File: config.mk
export PLATFORM = sky130hd
export DESIGN_NAME = instruction_fetch_unit
export DESIGN_NICKNAME = d
export VERILOG_FILES = /design/src/rtl/instruction_fetch_unit.sv
export SDC_FILE = /design/constraint.sdc
export NUM_CORES = 1
export LEC_CHECK = 0
export ABC_AREA = 1
export BUFFER_PORTS_ARGS = -buffer_cell sky130_fd_sc_hd__buf_2
export CAP_MARGIN = 20
export CORE_UTILIZATION = 45
export CTS_CLUSTER_DIAMETER = 60
export CTS_CLUSTER_SIZE = 16
export DETAILED_ROUTE_END_ITERATION = 7
export PLACE_DENSITY = 0.71
export REMOVE_ABC_BUFFERS = 1
export SETUP_SLACK_MARGIN = 0.5
export SLEW_MARGIN = 30
export SYNTH_ARGS = -nofsm -noshare
export SYNTH_HDL_FRONTEND = slang
export SYNTH_SLANG_ARGS = --single-unit
File: constraint.sdc
create_clock -name clock -period 1.9 [get_ports clock]
set_input_delay 0.19 -clock clock [delete_from_list [all_inputs] [get_ports clock]]
set_output_delay 0.19 -clock clock [all_outputs]
set_load 0.03 [all_outputs]
File: src/rtl/instruction_fetch_unit.sv
// Fetch stage: owns the program counter, issues one instruction-memory
// request at a time, and hands pc/instruction pairs to decode through a
// valid/ready slot backed by a one-entry skid buffer. Redirects from execute
// kill the in-flight path, including a response that is still on its way.
module instruction_fetch_unit #(
    parameter logic [31:0] RESET_PC = 32'h0000_0000,
    parameter int          PC_STEP  = 4
) (
    input  logic        clock,
    input  logic        reset,
    output logic        imemReq,
    output logic [31:0] imemAddr,
    input  logic        imemReady,
    input  logic        imemRespValid,
    input  logic [31:0] imemRespData,
    input  logic        redirectValid,
    input  logic [31:0] redirectPc,
    input  logic        decodeReady,
    output logic        fetchValid,
    output logic [31:0] fetchPc,
    output logic [31:0] fetchInstruction
);

    localparam logic [31:0] STEP = 32'(PC_STEP);

    typedef enum logic [1:0] {
        ISSUE = 2'd0,
        WAIT  = 2'd1,
        STALL = 2'd2,
        DROP  = 2'd3
    } state_t;

    state_t      state_reg, state_next;
    logic [31:0] pc_reg, pc_next;
    logic [31:0] req_pc_reg, req_pc_next;
    logic        slot_valid_reg, slot_valid_next;
    logic [31:0] slot_pc_reg, slot_pc_next;
    logic [31:0] slot_data_reg, slot_data_next;
    logic        skid_valid_reg, skid_valid_next;
    logic [31:0] skid_pc_reg, skid_pc_next;
    logic [31:0] skid_data_reg, skid_data_next;

    logic accept;
    logic consume;
    logic resp_take;
    logic load_slot_resp;
    logic load_skid;
    logic unload_skid;

    // State register
    always_ff @(posedge clock or negedge reset) begin
        if (!reset) begin
            state_reg <= ISSUE;
        end else begin
            state_reg <= state_next;
        end
    end

    // Next-state logic; a redirect overrides every other transition
    always_comb begin
        state_next = state_reg;
        case (state_reg)
            ISSUE: begin
                if (!redirectValid && imemReady) begin
                    state_next = WAIT;
                end
            end
            WAIT: begin
                if (redirectValid) begin
                    // A response landing in the redirect cycle is simply
                    // dropped; otherwise it is still owed and must be eaten.
                    state_next = imemRespValid ? ISSUE : DROP;
                end else if (imemRespValid) begin
                    state_next = (!slot_valid_reg || consume) ? ISSUE : STALL;
                end
            end
            STALL: begin
                if (redirectValid || consume) begin
                    state_next = ISSUE;
                end
            end
            DROP: begin
                // The killed response retires the outstanding request even if
                // another redirect arrives alongside it, so nothing stays owed.
                if (imemRespValid) begin
                    state_next = ISSUE;
                end
            end
            default: state_next = ISSUE;
        endcase
    end

    // Output and datapath-control decode
    always_comb begin
        imemReq        = reset && (state_reg == ISSUE) && !redirectValid;
        imemAddr       = pc_reg;
        accept         = imemReq && imemReady;
        consume        = slot_valid_reg && decodeReady;
        resp_take      = (state_reg == WAIT) && imemRespValid && !redirectValid;
        load_slot_resp = resp_take && (!slot_valid_reg || consume);
        load_skid      = resp_take && slot_valid_reg && !consume;
        unload_skid    = (state_reg == STALL) && consume && !redirectValid;
    end

    // Next values for pc, request tag, output slot and skid buffer
    always_comb begin
        pc_next         = pc_reg;
        req_pc_next     = req_pc_reg;
        slot_valid_next = slot_valid_reg;
        slot_pc_next    = slot_pc_reg;
        slot_data_next  = slot_data_reg;
        skid_valid_next = skid_valid_reg;
        skid_pc_next    = skid_pc_reg;
        skid_data_next  = skid_data_reg;

        if (redirectValid) begin
            pc_next = {redirectPc[31:2], 2'b00};
        end else if (accept) begin
            pc_next = pc_reg + STEP;
        end

        if (accept) begin
            req_pc_next = pc_reg;
        end

        if (redirectValid) begin
            slot_valid_next = 1'b0;
        end else if (load_slot_resp) begin
            slot_valid_next = 1'b1;
            slot_pc_next    = req_pc_reg;
            slot_data_next  = imemRespData;
        end else if (unload_skid) begin
            slot_valid_next = 1'b1;
            slot_pc_next    = skid_pc_reg;
            slot_data_next  = skid_data_reg;
        end else if (consume) begin
            slot_valid_next = 1'b0;
        end

        if (redirectValid || unload_skid) begin
            skid_valid_next = 1'b0;
        end else if (load_skid) begin
            skid_valid_next = 1'b1;
            skid_pc_next    = req_pc_reg;
            skid_data_next  = imemRespData;
        end
    end

    // Datapath registers
    always_ff @(posedge clock or negedge reset) begin
        if (!reset) begin
            pc_reg         <= RESET_PC;
            req_pc_reg     <= 32'h0;
            slot_valid_reg <= 1'b0;
            slot_pc_reg    <= 32'h0;
            slot_data_reg  <= 32'h0;
            skid_valid_reg <= 1'b0;
            skid_pc_reg    <= 32'h0;
            skid_data_reg  <= 32'h0;
        end else begin
            pc_reg         <= pc_next;
            req_pc_reg     <= req_pc_next;
            slot_valid_reg <= slot_valid_next;
            slot_pc_reg    <= slot_pc_next;
            slot_data_reg  <= slot_data_next;
            skid_valid_reg <= skid_valid_next;
            skid_pc_reg    <= skid_pc_next;
            skid_data_reg  <= skid_data_next;
        end
    end

    assign fetchValid       = slot_valid_reg;
    assign fetchPc          = slot_pc_reg;
    assign fetchInstruction = slot_data_reg;

endmodule

==> results.tsv <==
metric	value	unit
Setup crit start kind	flop	
Initial Util	46.61	%
Final min period	1603	ps
Netlist Area Pre-Place	8835	µm²
I/O Pins	168	
FMAX	624.0	MHz
P_int	9.532	mW
Place WS	189.6	ps
Pwr Density	1248	nW/µm²
CTS tree	yes	
row cnt	50	
placer congestion estimate	0.8852	
worst skew pair latency	430	ps
Diodes inserted	0	
final worst clock skew	10.16	ps
vias in the first global route	7524	
Avg Cell Area, Syn	7.763	µm²
Die ar.	20200	µm²
nets	1439	
Synth Warn #	0	
clk slew on worst S/H paths	70	ps
most frequent cells in the layout	nand2_1, nand3_1, dfrtp_1	
per-cell routed wire length	17.73	µm
share of cells above drive strength 1	33.12	%
total number of vias	8804	
failing checks	negative hold slack	
Unique masters post-synth	25	
Hold Path Class	input port to async pin	
root buffer cell	clkbuf_16	
static leakage	6.458	nW
Seq pwr share	40.1	%
vias per cell	5.368	
r2r setup slk	300	ps
Final Slew Violations	0	
Setup crit end kind	flop	
switching portion of total power	39.85	%
Bufs on Longest Clock Path	2	
Async S/R FF share, synth	100.0	%
# H-tree levels	4	
final setup vio count	0	
hold-fix buffers at CTS	32	
drc violations	0	
DRT iter0 DRCs	606	
maxcap violations	0	
Tcrit/Tclk final	84.35	%
setup slack after layout	297.3	ps
chip width	142.1	µm
Post-synth EDFFs	0	
most common cell after layout, fill and taps aside	nand2_1	
Pwr Total	15.85	mW
Worst-Margin Slew	632.5	ps
grt total ovfl	0	
global-route wire length before repair	38.96	mm
Core ar.	18960	µm²
WL final	29.07	mm
Total Routing Usage GR	25.07	%
Synth Instances	1138	
R2R depth	9	
sequential fraction of the synthesis area	52.97	%
Final Hold Vio Count	37	
1st-pass router iterations	6	
Setup CP Type	flop to flop	
Yosys reg bits	187	
DP HPWL	15.53	mm
critical path fanouts, max	7	
setup TNS	0	ps
worst vdd ir	0.6931	mV
pin count of the biggest net entering global routing	168	
Die Height	142.1	µm
Switch Pwr	6.315	mW
utilization after layout	66.98	%
Gate power share	36.7	%
IO buf count	161	
normalized max-slew margin	57.84	%
outcome	finished, violations left	
Detail Route Antenna Nets	0	
commonest register cell after synthesis	dfrtp_1	
initial antenna violation count	0	
Layout area overhead	43.70	%
Clock power frac	23.3	%
clock sink total	187	
CP Data Required Time	2270	ps
CTS Buf Count	17	
worst hold margin	-225.4	ps
Crit path arrival time	1970	ps
RSZ-0062 raised after global routing	yes	
-- cell usage after synthesis, types with 2 or more instances --
| cell | count | share of area [%] |
|---|---|---|
| o21ai_0 | 48 | 2.7 |
| clkinv_1 | 2 | 0.085 |
| nand3_1 | 235 | 13 |
| inv_1 | 80 | 3.4 |
| inv_2 | 2 | 0.085 |
| nor2_2 | 10 | 0.71 |
| nand3b_1 | 6 | 0.51 |
| nand2_1 | 410 | 17 |
| a21oi_1 | 15 | 0.85 |
| clkbuf_1 | 23 | 0.98 |
| buf_2 | 23 | 1.3 |
| buf_6 | 6 | 0.76 |
| dfrtp_1 | 187 | 53 |
| buf_4 | 9 | 0.76 |
| nand3_2 | 2 | 0.23 |
| nor2_1 | 68 | 2.9 |
| o211ai_1 | 4 | 0.34 |
-- path summary, 6_finish.rpt --
kind                                   endpoint              from
max in group asynchronous           imemAddr[4]             reset
min                                 imemAddr[2]             reset
min in group clock         fetchInstruction[19]  imemRespData[19]
max reg2reg                        imemAddr[30]      state_reg[1]
min reg2reg                     skid_pc_reg[10]   skid_pc_reg[10]
max                                imemAddr[30]      state_reg[1]
-- power groups by stage --
stage               combinational [mW]  sequential [mW]  clock [mW]
floorplan                         1.66             7.48           0
global placement                  4.54             6.13           0
detailed placement                4.63             6.18           0
CTS                               5.00             6.14        3.73
global route                      6.27             6.49        3.88
finish                            5.81             6.35        3.69
-- cell type report --
type	instances	area, µm²
Fill cell	1492	6260
Sequential cell	187	4691
Multi-Input combinational cell	809	4385
Timing Repair Buffer	267	2331
Clock buffer	20	456.7
Inverter	85	354.1
Tap cell	260	325.3
Clock inverter	11	143.9
Timing Repair inverter	1	8.758
-- worst max-delay path: stages (launching register included) --
cell and delay, ps:
dfrtp_2 460, nor2_4 150, buf_6 110, nand3_4 130, buf_12 180, buf_12 140
clkbuf_16 170, nor2_4 70, nand2_1 50, nand3_1 60
-- through the flow --
stage | area (µm²) | hold slack [ps] | cells
final | 12700 | -225.4 | 1640
after global routing | 12700 | -216.6 | 1640
after CTS | 11390 | 1.578 | 1605
after detailed placement | 9916 | 259.1 | 1523
after global placement | 9916 | 263.7 | 1523
after floorplan | 8506 | -105.6 | 1079
-- logic make-up after synthesis --
family,after synthesis,synth area share (%)
and+or+nand+nor,735,35.46
DFF,187,52.97
buffers and inverters,147,7.478
AOI/OAI and AO/OA,67,3.909
adders and majority gates,1,0.1416
other,1,0.04245
-- layer usage --
layer | vias up | global-route usage (%) | wire (µm)
met5 | - | 0 | 0
met4 | 0 | 8.998 | 977
met3 | 67 | 3.937 | 1861
met1 | 4262 | 33.38 | 11980
li1 | 4104 | - | -
met2 | 371 | 41.41 | 14250
-- what timing repair did --
| item | 4_1_cts | 5_1_grt |
|---|---|---|
| gates resized for setup | 96 | 232 |
| cloned | 6 | 18 |
| endpoints found under the setup margin | 184 | 183 |
| pin swaps | 10 | 34 |
| buffers inserted | 13 | 16 |
| hold endpoints to repair | 57 | 37 |
Power figures use the tool's default switching activity.
